$ cat config.mk
export PLATFORM = sky130hd
export DESIGN_NAME = vga_axi_rd_arbiter_flat
export DESIGN_NICKNAME = d
export VERILOG_FILES = /design/src/rtl/vga_axi_rd_arbiter_if.sv /design/src/rtl/vga_axi_rd_arbiter.sv /design/src/flat_wrapper.sv
export SDC_FILE = /design/constraint.sdc
export NUM_CORES = 1
export LEC_CHECK = 0
export BUFFER_PORTS_ARGS = -buffer_cell sky130_fd_sc_hd__buf_2
export CORE_AREA = 2 2 146 148
export DETAILED_ROUTE_END_ITERATION = 10
export DIE_AREA = 0 0 148 150
export HOLD_SLACK_MARGIN = 0.1
export PLACE_DENSITY_LB_ADDON = 0.08
export SYNTH_ARGS = -nofsm -noshare
export SYNTH_HDL_FRONTEND = slang
export SYNTH_SLANG_ARGS = --single-unit
$ cat constraint.sdc
create_clock -name clock -period 1.9 [get_ports clock]
set_input_delay 0.19 -clock clock [delete_from_list [all_inputs] [get_ports clock]]
set_output_delay 0.19 -clock clock [all_outputs]
set_load 0.05 [all_outputs]
$ cat src/rtl/vga_axi_rd_arbiter_if.sv
// AR/R signal bundle between the two display-side read requesters, the
// read arbiter and the downstream AXI4 read slave.
interface vga_axi_rd_arbiter_if #(
  parameter int ADDR_W = 32,
  parameter int DATA_W = 64,
  parameter int ID_W   = 4
);
  logic              s0_arvalid, s1_arvalid;
  logic              s0_arready, s1_arready;
  logic [ADDR_W-1:0] s0_araddr,  s1_araddr;
  logic [ID_W-1:0]   s0_arid,    s1_arid;
  logic [7:0]        s0_arlen,   s1_arlen;
  logic [2:0]        s0_arsize,  s1_arsize;
  logic [1:0]        s0_arburst, s1_arburst;

  logic              s0_rvalid,  s1_rvalid;
  logic              s0_rready,  s1_rready;
  logic [DATA_W-1:0] s0_rdata,   s1_rdata;
  logic [1:0]        s0_rresp,   s1_rresp;
  logic              s0_rlast,   s1_rlast;
  logic [ID_W-1:0]   s0_rid,     s1_rid;

  logic              m_arvalid;
  logic              m_arready;
  logic [ADDR_W-1:0] m_araddr;
  logic [ID_W-1:0]   m_arid;
  logic [7:0]        m_arlen;
  logic [2:0]        m_arsize;
  logic [1:0]        m_arburst;

  logic              m_rvalid;
  logic              m_rready;
  logic [DATA_W-1:0] m_rdata;
  logic [1:0]        m_rresp;
  logic              m_rlast;
  logic [ID_W-1:0]   m_rid;

  // Arbiter view
  modport slave (
    input  s0_arvalid, s1_arvalid, s0_araddr, s1_araddr, s0_arid, s1_arid,
           s0_arlen, s1_arlen, s0_arsize, s1_arsize, s0_arburst, s1_arburst,
           s0_rready, s1_rready,
           m_arready, m_rvalid, m_rdata, m_rresp, m_rlast, m_rid,
    output s0_arready, s1_arready,
           s0_rvalid, s1_rvalid, s0_rdata, s1_rdata, s0_rresp, s1_rresp,
           s0_rlast, s1_rlast, s0_rid, s1_rid,
           m_arvalid, m_araddr, m_arid, m_arlen, m_arsize, m_arburst, m_rready
  );

  // Environment view: requesters plus downstream slave
  modport master (
    output s0_arvalid, s1_arvalid, s0_araddr, s1_araddr, s0_arid, s1_arid,
           s0_arlen, s1_arlen, s0_arsize, s1_arsize, s0_arburst, s1_arburst,
           s0_rready, s1_rready,
           m_arready, m_rvalid, m_rdata, m_rresp, m_rlast, m_rid,
    input  s0_arready, s1_arready,
           s0_rvalid, s1_rvalid, s0_rdata, s1_rdata, s0_rresp, s1_rresp,
           s0_rlast, s1_rlast, s0_rid, s1_rid,
           m_arvalid, m_araddr, m_arid, m_arlen, m_arsize, m_arburst, m_rready
  );
endinterface

$ cat src/rtl/vga_axi_rd_arbiter.sv
// Two-requester AXI4 read arbiter, one burst outstanding, VGA fetch (req0) has priority.
// Optional anti-starvation for req1 is enabled by defining VGA_ARB_STARVE_EN.
module vga_axi_rd_arbiter #(
  parameter int ADDR_W       = 32,
  parameter int DATA_W       = 64,
  parameter int ID_W         = 4,
  parameter int STARVE_LIMIT = 4
) (
  input  logic                clock,
  input  logic                resetn,
  vga_axi_rd_arbiter_if.slave bus,
  output logic                owner,
  output logic                busy,
  output logic                len_err
);

  typedef enum logic [1:0] {IDLE, ADDR, DATA} state_t;

  state_t            state_q, state_d;
  logic              grant_vld, grant_sel, ar_hs, r_beat;
  logic              owner_q, len_err_q;
  logic [8:0]        beat_cnt_q;
  logic [ADDR_W-1:0] ar_addr_q;
  logic [ID_W-1:0]   ar_id_q;
  logic [7:0]        ar_len_q;
  logic [2:0]        ar_size_q;
  logic [1:0]        ar_burst_q;

  assign grant_vld = bus.s0_arvalid | bus.s1_arvalid;
  assign ar_hs     = (state_q == IDLE) & grant_vld;
  assign r_beat    = (state_q == DATA) & bus.m_rvalid & bus.m_rready;

`ifdef VGA_ARB_STARVE_EN
  logic [2:0] starve_q;

  // req1 only overrides req0 once req0 has won STARVE_LIMIT contested grants in a row
  assign grant_sel = bus.s1_arvalid &
                     (~bus.s0_arvalid | (starve_q == 3'(STARVE_LIMIT)));

  always_ff @(posedge clock or negedge resetn) begin
    if (!resetn) begin
      starve_q <= 3'd0;
    end else if (ar_hs) begin
      if (grant_sel || !bus.s1_arvalid) starve_q <= 3'd0;
      else if (starve_q != 3'd7)        starve_q <= starve_q + 3'd1;
    end
  end
`else
  logic [31:0] unused_starve_limit;

  assign unused_starve_limit = 32'(STARVE_LIMIT);
  assign grant_sel           = ~bus.s0_arvalid & bus.s1_arvalid;
`endif

  always_ff @(posedge clock or negedge resetn) begin
    if (!resetn) state_q <= IDLE;
    else         state_q <= state_d;
  end

  always_ff @(posedge clock or negedge resetn) begin
    if (!resetn) begin
      ar_addr_q  <= '0;
      ar_id_q    <= '0;
      ar_len_q   <= '0;
      ar_size_q  <= '0;
      ar_burst_q <= '0;
      owner_q    <= 1'b0;
      beat_cnt_q <= '0;
      len_err_q  <= 1'b0;
    end else begin
      len_err_q <= 1'b0;
      if (ar_hs) begin
        ar_addr_q  <= grant_sel ? bus.s1_araddr  : bus.s0_araddr;
        ar_id_q    <= grant_sel ? bus.s1_arid    : bus.s0_arid;
        ar_len_q   <= grant_sel ? bus.s1_arlen   : bus.s0_arlen;
        ar_size_q  <= grant_sel ? bus.s1_arsize  : bus.s0_arsize;
        ar_burst_q <= grant_sel ? bus.s1_arburst : bus.s0_arburst;
        owner_q    <= grant_sel;
        beat_cnt_q <= '0;
      end else if (r_beat) begin
        beat_cnt_q <= beat_cnt_q + 9'd1;
        // Counter holds beats already taken, so the last beat must see arlen
        if (bus.m_rlast && (beat_cnt_q != {1'b0, ar_len_q})) len_err_q <= 1'b1;
      end
    end
  end

  always_comb begin
    state_d        = state_q;
    bus.s0_arready = 1'b0;
    bus.s1_arready = 1'b0;
    bus.m_arvalid  = 1'b0;
    bus.m_rready   = 1'b0;
    bus.s0_rvalid  = 1'b0;
    bus.s1_rvalid  = 1'b0;
    bus.s0_rdata   = '0;
    bus.s1_rdata   = '0;
    bus.s0_rresp   = '0;
    bus.s1_rresp   = '0;
    bus.s0_rlast   = 1'b0;
    bus.s1_rlast   = 1'b0;
    bus.s0_rid     = '0;
    bus.s1_rid     = '0;
    case (state_q)
      IDLE: begin
        bus.s0_arready = grant_vld & ~grant_sel;
        bus.s1_arready = grant_vld &  grant_sel;
        if (grant_vld) state_d = ADDR;
      end
      ADDR: begin
        bus.m_arvalid = 1'b1;
        if (bus.m_arready) state_d = DATA;
      end
      DATA: begin
        if (owner_q) begin
          bus.m_rready  = bus.s1_rready;
          bus.s1_rvalid = bus.m_rvalid;
          bus.s1_rdata  = bus.m_rdata;
          bus.s1_rresp  = bus.m_rresp;
          bus.s1_rlast  = bus.m_rlast;
          bus.s1_rid    = bus.m_rid;
        end else begin
          bus.m_rready  = bus.s0_rready;
          bus.s0_rvalid = bus.m_rvalid;
          bus.s0_rdata  = bus.m_rdata;
          bus.s0_rresp  = bus.m_rresp;
          bus.s0_rlast  = bus.m_rlast;
          bus.s0_rid    = bus.m_rid;
        end
        if (bus.m_rvalid && bus.m_rready && bus.m_rlast) state_d = IDLE;
      end
      default: state_d = IDLE;
    endcase
  end

  assign bus.m_araddr  = ar_addr_q;
  assign bus.m_arid    = ar_id_q;
  assign bus.m_arlen   = ar_len_q;
  assign bus.m_arsize  = ar_size_q;
  assign bus.m_arburst = ar_burst_q;
  assign owner         = owner_q;
  assign busy          = (state_q != IDLE);
  assign len_err       = len_err_q;

endmodule

$ cat src/flat_wrapper.sv
// flat-port wrapper written by rule: the top's interface ports become plain ports
module vga_axi_rd_arbiter_flat 
#(
  parameter int ADDR_W       = 32,
  parameter int DATA_W       = 64,
  parameter int ID_W         = 4,
  parameter int STARVE_LIMIT = 4
)
  (clock, resetn, owner, busy, len_err, bus_s0_arvalid, bus_s1_arvalid, bus_s0_araddr, bus_s1_araddr, bus_s0_arid, bus_s1_arid, bus_s0_arlen, bus_s1_arlen, bus_s0_arsize, bus_s1_arsize, bus_s0_arburst, bus_s1_arburst, bus_s0_rready, bus_s1_rready, bus_m_arready, bus_m_rvalid, bus_m_rdata, bus_m_rresp, bus_m_rlast, bus_m_rid, bus_s0_arready, bus_s1_arready, bus_s0_rvalid, bus_s1_rvalid, bus_s0_rdata, bus_s1_rdata, bus_s0_rresp, bus_s1_rresp, bus_s0_rlast, bus_s1_rlast, bus_s0_rid, bus_s1_rid, bus_m_arvalid, bus_m_araddr, bus_m_arid, bus_m_arlen, bus_m_arsize, bus_m_arburst, bus_m_rready);
  vga_axi_rd_arbiter_if #(.ADDR_W(ADDR_W), .DATA_W(DATA_W), .ID_W(ID_W)) bus_i ();
  input  logic clock;
  input  logic resetn;
  output logic owner;
  output logic busy;
  output logic len_err;
  input wire logic [$bits(bus_i.s0_arvalid)-1:0] bus_s0_arvalid;
  input wire logic [$bits(bus_i.s1_arvalid)-1:0] bus_s1_arvalid;
  input wire logic [$bits(bus_i.s0_araddr)-1:0] bus_s0_araddr;
  input wire logic [$bits(bus_i.s1_araddr)-1:0] bus_s1_araddr;
  input wire logic [$bits(bus_i.s0_arid)-1:0] bus_s0_arid;
  input wire logic [$bits(bus_i.s1_arid)-1:0] bus_s1_arid;
  input wire logic [$bits(bus_i.s0_arlen)-1:0] bus_s0_arlen;
  input wire logic [$bits(bus_i.s1_arlen)-1:0] bus_s1_arlen;
  input wire logic [$bits(bus_i.s0_arsize)-1:0] bus_s0_arsize;
  input wire logic [$bits(bus_i.s1_arsize)-1:0] bus_s1_arsize;
  input wire logic [$bits(bus_i.s0_arburst)-1:0] bus_s0_arburst;
  input wire logic [$bits(bus_i.s1_arburst)-1:0] bus_s1_arburst;
  input wire logic [$bits(bus_i.s0_rready)-1:0] bus_s0_rready;
  input wire logic [$bits(bus_i.s1_rready)-1:0] bus_s1_rready;
  input wire logic [$bits(bus_i.m_arready)-1:0] bus_m_arready;
  input wire logic [$bits(bus_i.m_rvalid)-1:0] bus_m_rvalid;
  input wire logic [$bits(bus_i.m_rdata)-1:0] bus_m_rdata;
  input wire logic [$bits(bus_i.m_rresp)-1:0] bus_m_rresp;
  input wire logic [$bits(bus_i.m_rlast)-1:0] bus_m_rlast;
  input wire logic [$bits(bus_i.m_rid)-1:0] bus_m_rid;
  output wire logic [$bits(bus_i.s0_arready)-1:0] bus_s0_arready;
  output wire logic [$bits(bus_i.s1_arready)-1:0] bus_s1_arready;
  output wire logic [$bits(bus_i.s0_rvalid)-1:0] bus_s0_rvalid;
  output wire logic [$bits(bus_i.s1_rvalid)-1:0] bus_s1_rvalid;
  output wire logic [$bits(bus_i.s0_rdata)-1:0] bus_s0_rdata;
  output wire logic [$bits(bus_i.s1_rdata)-1:0] bus_s1_rdata;
  output wire logic [$bits(bus_i.s0_rresp)-1:0] bus_s0_rresp;
  output wire logic [$bits(bus_i.s1_rresp)-1:0] bus_s1_rresp;
  output wire logic [$bits(bus_i.s0_rlast)-1:0] bus_s0_rlast;
  output wire logic [$bits(bus_i.s1_rlast)-1:0] bus_s1_rlast;
  output wire logic [$bits(bus_i.s0_rid)-1:0] bus_s0_rid;
  output wire logic [$bits(bus_i.s1_rid)-1:0] bus_s1_rid;
  output wire logic [$bits(bus_i.m_arvalid)-1:0] bus_m_arvalid;
  output wire logic [$bits(bus_i.m_araddr)-1:0] bus_m_araddr;
  output wire logic [$bits(bus_i.m_arid)-1:0] bus_m_arid;
  output wire logic [$bits(bus_i.m_arlen)-1:0] bus_m_arlen;
  output wire logic [$bits(bus_i.m_arsize)-1:0] bus_m_arsize;
  output wire logic [$bits(bus_i.m_arburst)-1:0] bus_m_arburst;
  output wire logic [$bits(bus_i.m_rready)-1:0] bus_m_rready;
  assign bus_i.s0_arvalid = bus_s0_arvalid;
  assign bus_i.s1_arvalid = bus_s1_arvalid;
  assign bus_i.s0_araddr = bus_s0_araddr;
  assign bus_i.s1_araddr = bus_s1_araddr;
  assign bus_i.s0_arid = bus_s0_arid;
  assign bus_i.s1_arid = bus_s1_arid;
  assign bus_i.s0_arlen = bus_s0_arlen;
  assign bus_i.s1_arlen = bus_s1_arlen;
  assign bus_i.s0_arsize = bus_s0_arsize;
  assign bus_i.s1_arsize = bus_s1_arsize;
  assign bus_i.s0_arburst = bus_s0_arburst;
  assign bus_i.s1_arburst = bus_s1_arburst;
  assign bus_i.s0_rready = bus_s0_rready;
  assign bus_i.s1_rready = bus_s1_rready;
  assign bus_i.m_arready = bus_m_arready;
  assign bus_i.m_rvalid = bus_m_rvalid;
  assign bus_i.m_rdata = bus_m_rdata;
  assign bus_i.m_rresp = bus_m_rresp;
  assign bus_i.m_rlast = bus_m_rlast;
  assign bus_i.m_rid = bus_m_rid;
  assign bus_s0_arready = bus_i.s0_arready;
  assign bus_s1_arready = bus_i.s1_arready;
  assign bus_s0_rvalid = bus_i.s0_rvalid;
  assign bus_s1_rvalid = bus_i.s1_rvalid;
  assign bus_s0_rdata = bus_i.s0_rdata;
  assign bus_s1_rdata = bus_i.s1_rdata;
  assign bus_s0_rresp = bus_i.s0_rresp;
  assign bus_s1_rresp = bus_i.s1_rresp;
  assign bus_s0_rlast = bus_i.s0_rlast;
  assign bus_s1_rlast = bus_i.s1_rlast;
  assign bus_s0_rid = bus_i.s0_rid;
  assign bus_s1_rid = bus_i.s1_rid;
  assign bus_m_arvalid = bus_i.m_arvalid;
  assign bus_m_araddr = bus_i.m_araddr;
  assign bus_m_arid = bus_i.m_arid;
  assign bus_m_arlen = bus_i.m_arlen;
  assign bus_m_arsize = bus_i.m_arsize;
  assign bus_m_arburst = bus_i.m_arburst;
  assign bus_m_rready = bus_i.m_rready;
  vga_axi_rd_arbiter #(.ADDR_W(ADDR_W), .DATA_W(DATA_W), .ID_W(ID_W), .STARVE_LIMIT(STARVE_LIMIT)) u_core (.clock(clock), .resetn(resetn), .bus(bus_i), .owner(owner), .busy(busy), .len_err(len_err));
endmodule
==> metrics.md, run 1 <==
| Metric | Value |
|---|---|
| Status | `completed` |
| GRT Resource Usage Total | `16.0%` |
| Setup crit end kind | `output port` |
| Yosys reg bits | `62` |
| Top post-synthesis cells by count | `and2_1, dfrtp_1, nand2_1` |
| Detailed placer's ending HPWL | `15.5 mm` |
| CP startpoint kind | `register` |
| CTS sink cnt | `62` |
| Total stage count of the critical path | `6` |
| Worst-path cell chain | `nand2b_4 -> nor2_4 -> buf_12 -> buf_12 -> and2_1 -> buf_2` |
| Fin crit period | `1.82 ns` |
| Worst Skew | `0.00476 ns` |
| CP required | `1.71 ns` |
| WHS Path Cells | `3` |
| Post-Synthesis Cells | `456` |
| GRT overflow | `0` |
| Starting Density | `19.0%` |
| DRT iter0 DRCs | `98` |
| Std cell rows | `53` |
| Register area share after synthesis | `39.6%` |
| Buf/Inv on CP | `3` |
| Peak VDD IR | `0.000683 V` |
| Number of I/O pins | `377` |
| Routability cong. | `0.856` |
| Dominant synthesized flop cell | `dfrtp_1` |
| Cell mode on critical path | `buf_12` |
| Vias in the first global route | `4460` |
| Yosys warning count | `0` |
| CTS tree | `yes` |
| Total CTS buffers | `9` |
| DR WL/cell | `17.2 um` |
| FFs w/ async S/R, synth | `100%` |
| Worst Hold Class | `input port to register` |
| Vert. Die Dim | `150 um` |
| FF-to-FF path depth | `6` |
| First-pass GRT wire length | `26.6 mm` |
| First-pass DRT Iterations | `4` |
| Core Region | `20700 um2` |
| Clk Latency, worst-skew pair | `0.33 ns` |
| Setup total negative slack | `0 ns` |
| Distinct cells, synth | `24` |
| Post-synth EDFFs | `0` |
| CP top delay family | `buffers and inverters` |
| Reg clk slew, reported paths | `0.05 ns` |
| Worst-Margin Slew | `0.564 ns` |
| Relative slew slack | `62.4%` |
| Post-DRT Antenna Nets | `0` |
| Clock buffer depth | `2` |
| Area delta synth->final | `87.0%` |
| Cell Pwr Density | `1540 nW/um2` |
| CP endpoint | `bus_s0_rresp[0]` |
| Post-synth top area cell | `dfrtp_1` |
| Avg Cell Area, Syn | `8.60 um2` |
| R2R Setup Slk | `0.35 ns` |
| Worst r2r src | `u_core.state_q[0]` |
| Crit path largest cell delay | `0.38 ns` |
| Final setup margin | `0.0821 ns` |
| Max cap viols | `0` |
| Die W | `148 um` |
| Critical-path top delay cell | `dfrtp_1` |
| Dpl ws | `0.182 ns` |
| Fillers | `2198` |
| Setup CP Type | `register to output port` |
| Reg-to-reg critical path endpoint | `u_core.bus.m_araddr[16]` |
| Via count | `4615` |
| NumNets Final | `1008` |
| H-tree depth | `3` |
| CP arrival | `1.63 ns` |
| Die area | `22200 um2` |
| Post-synth top area share | `39.6%` |
| PortBufs | `376` |
| CP Launch Point | `u_core.state_q[0]` |
| Tcrit/Tclk final | `95.7%` |
| Final setup violation count | `0` |
| Share of cells above drive strength 1 | `58.4%` |
| Syn_nets | `634` |
| Cell area after synthesis | `3920 um2` |
| Fmax | `550 MHz` |
| Initial antenna violation count | `2` |
| Leak | `3.84 nW` |
| DRC | `0` |
| Largest net degree at the start of global routing | `69` |
| Most frequent cell after synthesis | `and2_1` |
| CTS root buffer | `clkbuf_16` |
| Area contributors post-synth | `dfrtp_1, and2_1, mux2i_1` |
| Final hold violation count | `0` |
| Fin. max-slew vios | `0` |
| Number of vias per cell | `4.15` |
| WL final | `19.1 mm` |
| Maximum fanout along the worst path | `11` |
==> per-stage QoR <==
| step | area, um2 | cells | power [mW] | util [%] | hold WS, ns |
|---|---|---|---|---|---|
| floorplan | 4010 | 456 | 7.11 | - | -0.106 |
| global placement | 6450 | 1086 | 9.08 | 31.2 | 0.205 |
| detailed placement | 6450 | 1086 | 9.11 | 31.2 | 0.222 |
| CTS | 7220 | 1110 | 11.4 | 34.9 | 0.134 |
| global route | 7330 | 1110 | 12.0 | 35.4 | 0.152 |
| finish | 7340 | 1111 | 11.3 | 35.5 | 0.144 |
==> layout make-up <==
| class | instances | area (um2) | share of cell area [%] |
|---|---|---|---|
| diodes | 1 | 2.50 | 0.0341 |
| clock buffers | 13 | 270 | 3.68 |
| clock inverters | 3 | 65.1 | 0.887 |
| inverters | 3 | 11.3 | 0.154 |
| multi-input cells | 359 | 2360 | 32.2 |
| flip-flops and latches | 62 | 1550 | 21.2 |
| well taps | 275 | 344 | 4.69 |
| repair buffers | 395 | 2720 | 37.1 |
==> worst min-delay path by stage <==
stage / slack (ns) / end / start
3_5_place_dp: 0.22 / u_core.bus.m_arlen[6] / resetn
3_3_place_gp: 0.21 / u_core.bus.m_arlen[6] / resetn
6_report: 0.14 / u_core.bus.m_arlen[6] / bus_s0_arlen[6]
5_1_grt: 0.15 / u_core.bus.m_arlen[6] / bus_s0_arlen[6]
2_1_floorplan: -0.11 / u_core.beat_cnt_q[0] / resetn
4_1_cts: 0.13 / u_core.bus.m_arlen[6] / bus_s0_arlen[6]
==> report_power, final <==
group	leakage, nW	internal, mW	total (mW)	switching [mW]
Sequential	0.777	1.88	2.25	0.367
Combinational	2.90	2.03	7.24	5.21
Clock	0.166	1.25	1.83	0.576
==> sequential cells by signal (all words and copies together) (netlist names) <==
signal / cells
u_core.bus.m_arburst: 2
u_core.bus.m_arid: 4
u_core.state_q: 2
u_core.len_err: 1
u_core.bus.m_arlen: 8
u_core.beat_cnt_q: 9
u_core.bus.m_arsize: 3
u_core.owner: 1
u_core.bus.m_araddr: 32
==> placed cells by master (no fill, tap or decap), drive strengths merged <==
cell type    count
ha               1
nor2            17
o21ai           53
xor2             5
and2           146
nand4            3
nand4b           1
nor4             3
inv              3
xnor2            9
o311a            1
nand3            2
clkinv           1
buf            352
nor3             2
dfrtp           62
diode            1
mux2i           52
a21oi            2
bufinv           2
nor2b            1
clkbuf          54
dlygate4sd3      2
nand3b           1
nand2b           2
nand2           58
==> tightest hold or removal path: stages <==
cell and delay, ns:
buf_2 0.07, mux2i_1 0.05, o21ai_0 0.12
==> per-layer routing <==
metal	routed length, um	GRT usage [%]
met5	0	0
met4	418	4.86
met3	1530	4.24
met2	9720	28.7
met1	7440	18.8
==> kinds of logic after synthesis <==
group | after synthesis | synth area share, %
multiplexers | 52 | 13.3
XOR/XNOR | 14 | 3.13
buffers and inverters | 35 | 3.64
flip-flops | 62 | 39.6
adder cells (fa/ha/maj) | 1 | 0.319
AND/OR/NAND/NOR | 236 | 32.8
AO/OA/AOI/OAI | 56 | 7.27
==> timing repair <==
action	4_1_cts	5_1_grt
hold buffers	2	0
pin swaps	1	1
endpoints found under the hold margin	22	0
buffers inserted	4	1
gates cloned	2	0
setup endpoints to repair	142	126
gates resized for setup	110	56
No activity file was read; power rests on OpenSTA's default activity.
==> inputs of run 2 (changes only) <==
- ABC_AREA: not set -> 1
- CORE_AREA: 2 2 146 148 -> 2 2 147 149
- DIE_AREA: 0 0 148 150 -> 0 0 149 151
==> run 2 against run 1 <==
Against the previous run:
- synthesized cell count rose by 37%
- non-clock buffer count rose by 33
- core utilization is 0.24 points higher
- largest cell class unchanged
- power up 3.5%
- clock power hardly changed
==> metrics.md, run 2 <==
| Metric | Value |
|---|---|
| Status | `completed` |
| Dominant synthesized flop cell | `dfrtp_1` |
| M2 GR Usage | `29.6% (+0.86 points)` |
| R2R Setup Slk | `0.37 ns (+0.02 ns)` |
| Syn_nets | `803 (+27%)` |
| Fin crit period | `1.85 ns (+0.0348 ns)` |
| CTS tree | `yes` |
| Most common cell after layout, fill and taps aside | `buf_2` |
| Commonest non-fill, non-tap cells in the layout | `buf_2, nor2_1, buf_4` |
| First-pass GRT wire length | `29.4 mm (+11%)` |
| Post-synth top area cell | `dfrtp_1` |
| Buf/Inv on CP | `2 (-1)` |
| Distinct cells, synth | `23 (-4.2%)` |
| Worst Hold Class | `input port to register` |
| CP arrival | `1.66 ns (+0.03 ns)` |
| Area contributors post-synth | `dfrtp_1, nor2_1, a21oi_1` |
| Reg clk slew, reported paths | `0.06 ns (about the same)` |
| Number of I/O pins | `377 (unchanged)` |
| Avg Cell Area, Syn | `6.35 um2 (-26%)` |
| Share of cells above drive strength 1 | `45.7% (-13 points)` |
| Tcrit/Tclk final | `97.5% (+1.8 points)` |
| Total CTS buffers | `9 (unchanged)` |
| CTS root buffer | `clkbuf_16` |
| Final setup margin | `0.0474 ns (-0.0348 ns)` |
| RSZ-0062 raised after global routing | `true` |
| Placed cell area | `6280 um2 (-2.6%)` |
| Most frequent cell after synthesis | `nor2_1` |
| Maximum fanout along the worst path | `59 (+48)` |
| Std cell rows | `53 (unchanged)` |
| Largest net degree at the start of global routing | `63 (-8.7%)` |
| Cell Pwr Density | `1580 nW/um2 (+2.1%)` |
| NumNets Final | `1208 (+20%)` |
| Via count | `5411 (+17%)` |
| DRC | `0 (unchanged)` |
| Final setup violation count | `0 (unchanged)` |
| Die W | `149 um (+0.68%)` |
| GRT Resource Usage Total | `17.1% (+1.0 points)` |
| Detailed placer's ending HPWL | `16.2 mm (+4.5%)` |
| Max cap viols | `0 (unchanged)` |
| Ant. Diodes | `0 (-1)` |
| Clk Latency, worst-skew pair | `0.33 ns (about the same)` |
| Leak | `4.08 nW (+6.1%)` |
| Post-DRT Antenna Nets | `0 (unchanged)` |
| Crit path largest cell delay | `0.42 ns (+0.04 ns)` |
| Starting Density | `19.0% (+0.090 points)` |
| Tot Pwr | `11.7 mW (+3.5%)` |
| Peak VDD IR | `0.000856 V (+25%)` |
| Cell area after synthesis | `3970 um2 (+1.1%)` |
| Relative slew slack | `62.0% (-0.38 points)` |
| Max reg flops | `32 (unchanged)` |
| GRT overflow | `0 (unchanged)` |
| CTS sink cnt | `62 (unchanged)` |
| Worst Skew | `0.00523 ns (+0.000478 ns)` |
| Setup crit end kind | `output port` |
| Area delta synth->final | `87.4%` |
| FFs w/ async S/R, synth | `100% (unchanged)` |
| Initial antenna violation count | `2 (unchanged)` |
| Post-synth EDFFs | `0 (unchanged)` |
| Met3 GRT Util | `3.83% (-0.41 points)` |
| Yosys reg bits | `62 (unchanged)` |
| DRT iter0 DRCs | `200 (+100%)` |
| Top post-synthesis cells by count | `nor2_1, a21oi_1, inv_1` |
| Critical-path top delay cell | `dfrtp_1` |
| Fmax | `540 MHz (-1.9%)` |
| Vert. Die Dim | `151 um (+0.67%)` |
| Routability cong. | `0.888 (+3.8%)` |
| Setup CP Type | `register to output port` |
| Worst-path cell chain | `nor2_4 -> nand2_2 -> buf_12 -> nor2_1 -> clkbuf_4` |
| Met1 Use GR | `21.0% (+2.2 points)` |
| Number of vias per cell | `4.13 (-0.56%)` |
| PortBufs | `376 (unchanged)` |
| Worst-Margin Slew | `0.570 ns (+0.00574 ns)` |
| First-pass DRT Iterations | `4 (unchanged)` |
| Final Cell Area | `7430 um2 (+1.3%)` |
| CP top delay family | `buffers and inverters` |
| Final hold violation count | `0 (unchanged)` |
| WL final | `20.8 mm (+8.6%)` |
| CP startpoint kind | `register` |
| Setup total negative slack | `0 ns (unchanged)` |
| Dpl ws | `0.164 ns (-0.0183 ns)` |
| GRT Max-Usage Layer | `met2` |
| DR WL/cell | `15.8 um (-7.9%)` |
| Fin. max-slew vios | `0 (unchanged)` |
| Register area share after synthesis | `39.1% (-0.44 points)` |
| Vias in the first global route | `5160 (+16%)` |
| H-tree depth | `3 (unchanged)` |
| Core Region | `20800 um2 (+0.64%)` |
| Post-synth top area share | `39.1% (-0.44 points)` |
| Yosys warning count | `0 (unchanged)` |
| Post-Synthesis Cells | `625 (+37%)` |
| Clock buffer depth | `2 (unchanged)` |
| Die area | `22500 um2 (+1.3%)` |
| CP required | `1.71 ns (about the same)` |
==> run 2: cell types whose count changed in the layout (fill, tap and decap cells not counted), sizes merged, moves of 23 or more <==
cell and change:
nor2 +203, and2 -146, inv +94, a21oi +89, mux2i -52, o21ai -38, dlygate4sd3 +36, clkbuf -29
nand2 +29, buf +23
==> run 2: worst paths after layout <==
kind                                        startpoint                      end  cells past startpoint
worst max-delay path                 u_core.state_q[0]         bus_s1_rdata[39]                      5
worst min-delay path                  bus_s1_araddr[4]   u_core.bus.m_araddr[4]                      3
worst max register to register       u_core.state_q[1]  u_core.bus.m_araddr[22]                      6
worst min register to register  u_core.bus.m_araddr[6]   u_core.bus.m_araddr[6]                      2
max in group asynchronous                       resetn  u_core.bus.m_araddr[23]                      3
min in group asynchronous                       resetn   u_core.bus.m_araddr[1]                      3
==> run 2: kinds of logic (layout without fill, tap and decap cells) <==
kind of cell,after synthesis,after routing,share of synthesized area [%]
adder cells (fa/ha/maj),1,1,0.315
AND/OR/NAND/NOR,317,317,31.0
XOR/XNOR,3,3,0.663
buffers and inverters,129,539,14.1
AO/OA/AOI/OAI,113,113,14.8
flip-flops,62,62,39.1
==> run 2: worst reg2reg max path, delay by kind of cell (launching register included) <==
kind | cells | cell delay (ns)
compound gates | 3 | 0.43
flops | 1 | 0.38
simple gates | 1 | 0.16
buf+inv | 2 | 0.43
==> run 2: routing by layer <==
metal,part of all wire [%],vias to the layer above
li1,-,2705
met1,41,2438
met2,50,237
met3,7.1,29
met4,2.6,2
met5,0.053,-
==> run 2: area by class of cell <==
class,instances,area [um2]
clock buffer,10,229
clock inverter,6,93.8
fill,2321,13400
inverter,95,359
multi-input combinational,434,2020
sequential,62,1550
tap,275,344
timing repair buffer,428,2840
==> run 2: per-stage QoR <==
step	util, %	cells	hold WS [ns]
3_5_place_dp	30.2	1254	0.242
4_1_cts	34.3	1309	0.101
3_3_place_gp	30.2	1254	0.240
5_1_grt	35.7	1310	0.115
6_report	35.7	1310	0.115
2_1_floorplan	-	625	-0.106
==> run 2: power by group <==
part	total [mW]	internal [mW]	leakage (nW)	switching, mW
clock	1.82	1.16	0.154	0.655
combinational	7.65	1.91	3.20	5.74
sequential	2.26	1.90	0.727	0.359
total	11.7	4.97	4.08	6.75
==> run 2: repair_timing <==
| action | 4_1_cts | 5_1_grt |
|---|---|---|
| buffers inserted | 1 | 0 |
| endpoints found under the setup margin | 59 | 114 |
| cloned | 0 | 1 |
| hold buffers | 38 | 0 |
| gates resized for setup | 57 | 147 |
| endpoints found under the hold margin | 99 | 0 |
| pin swaps | 0 | 1 |
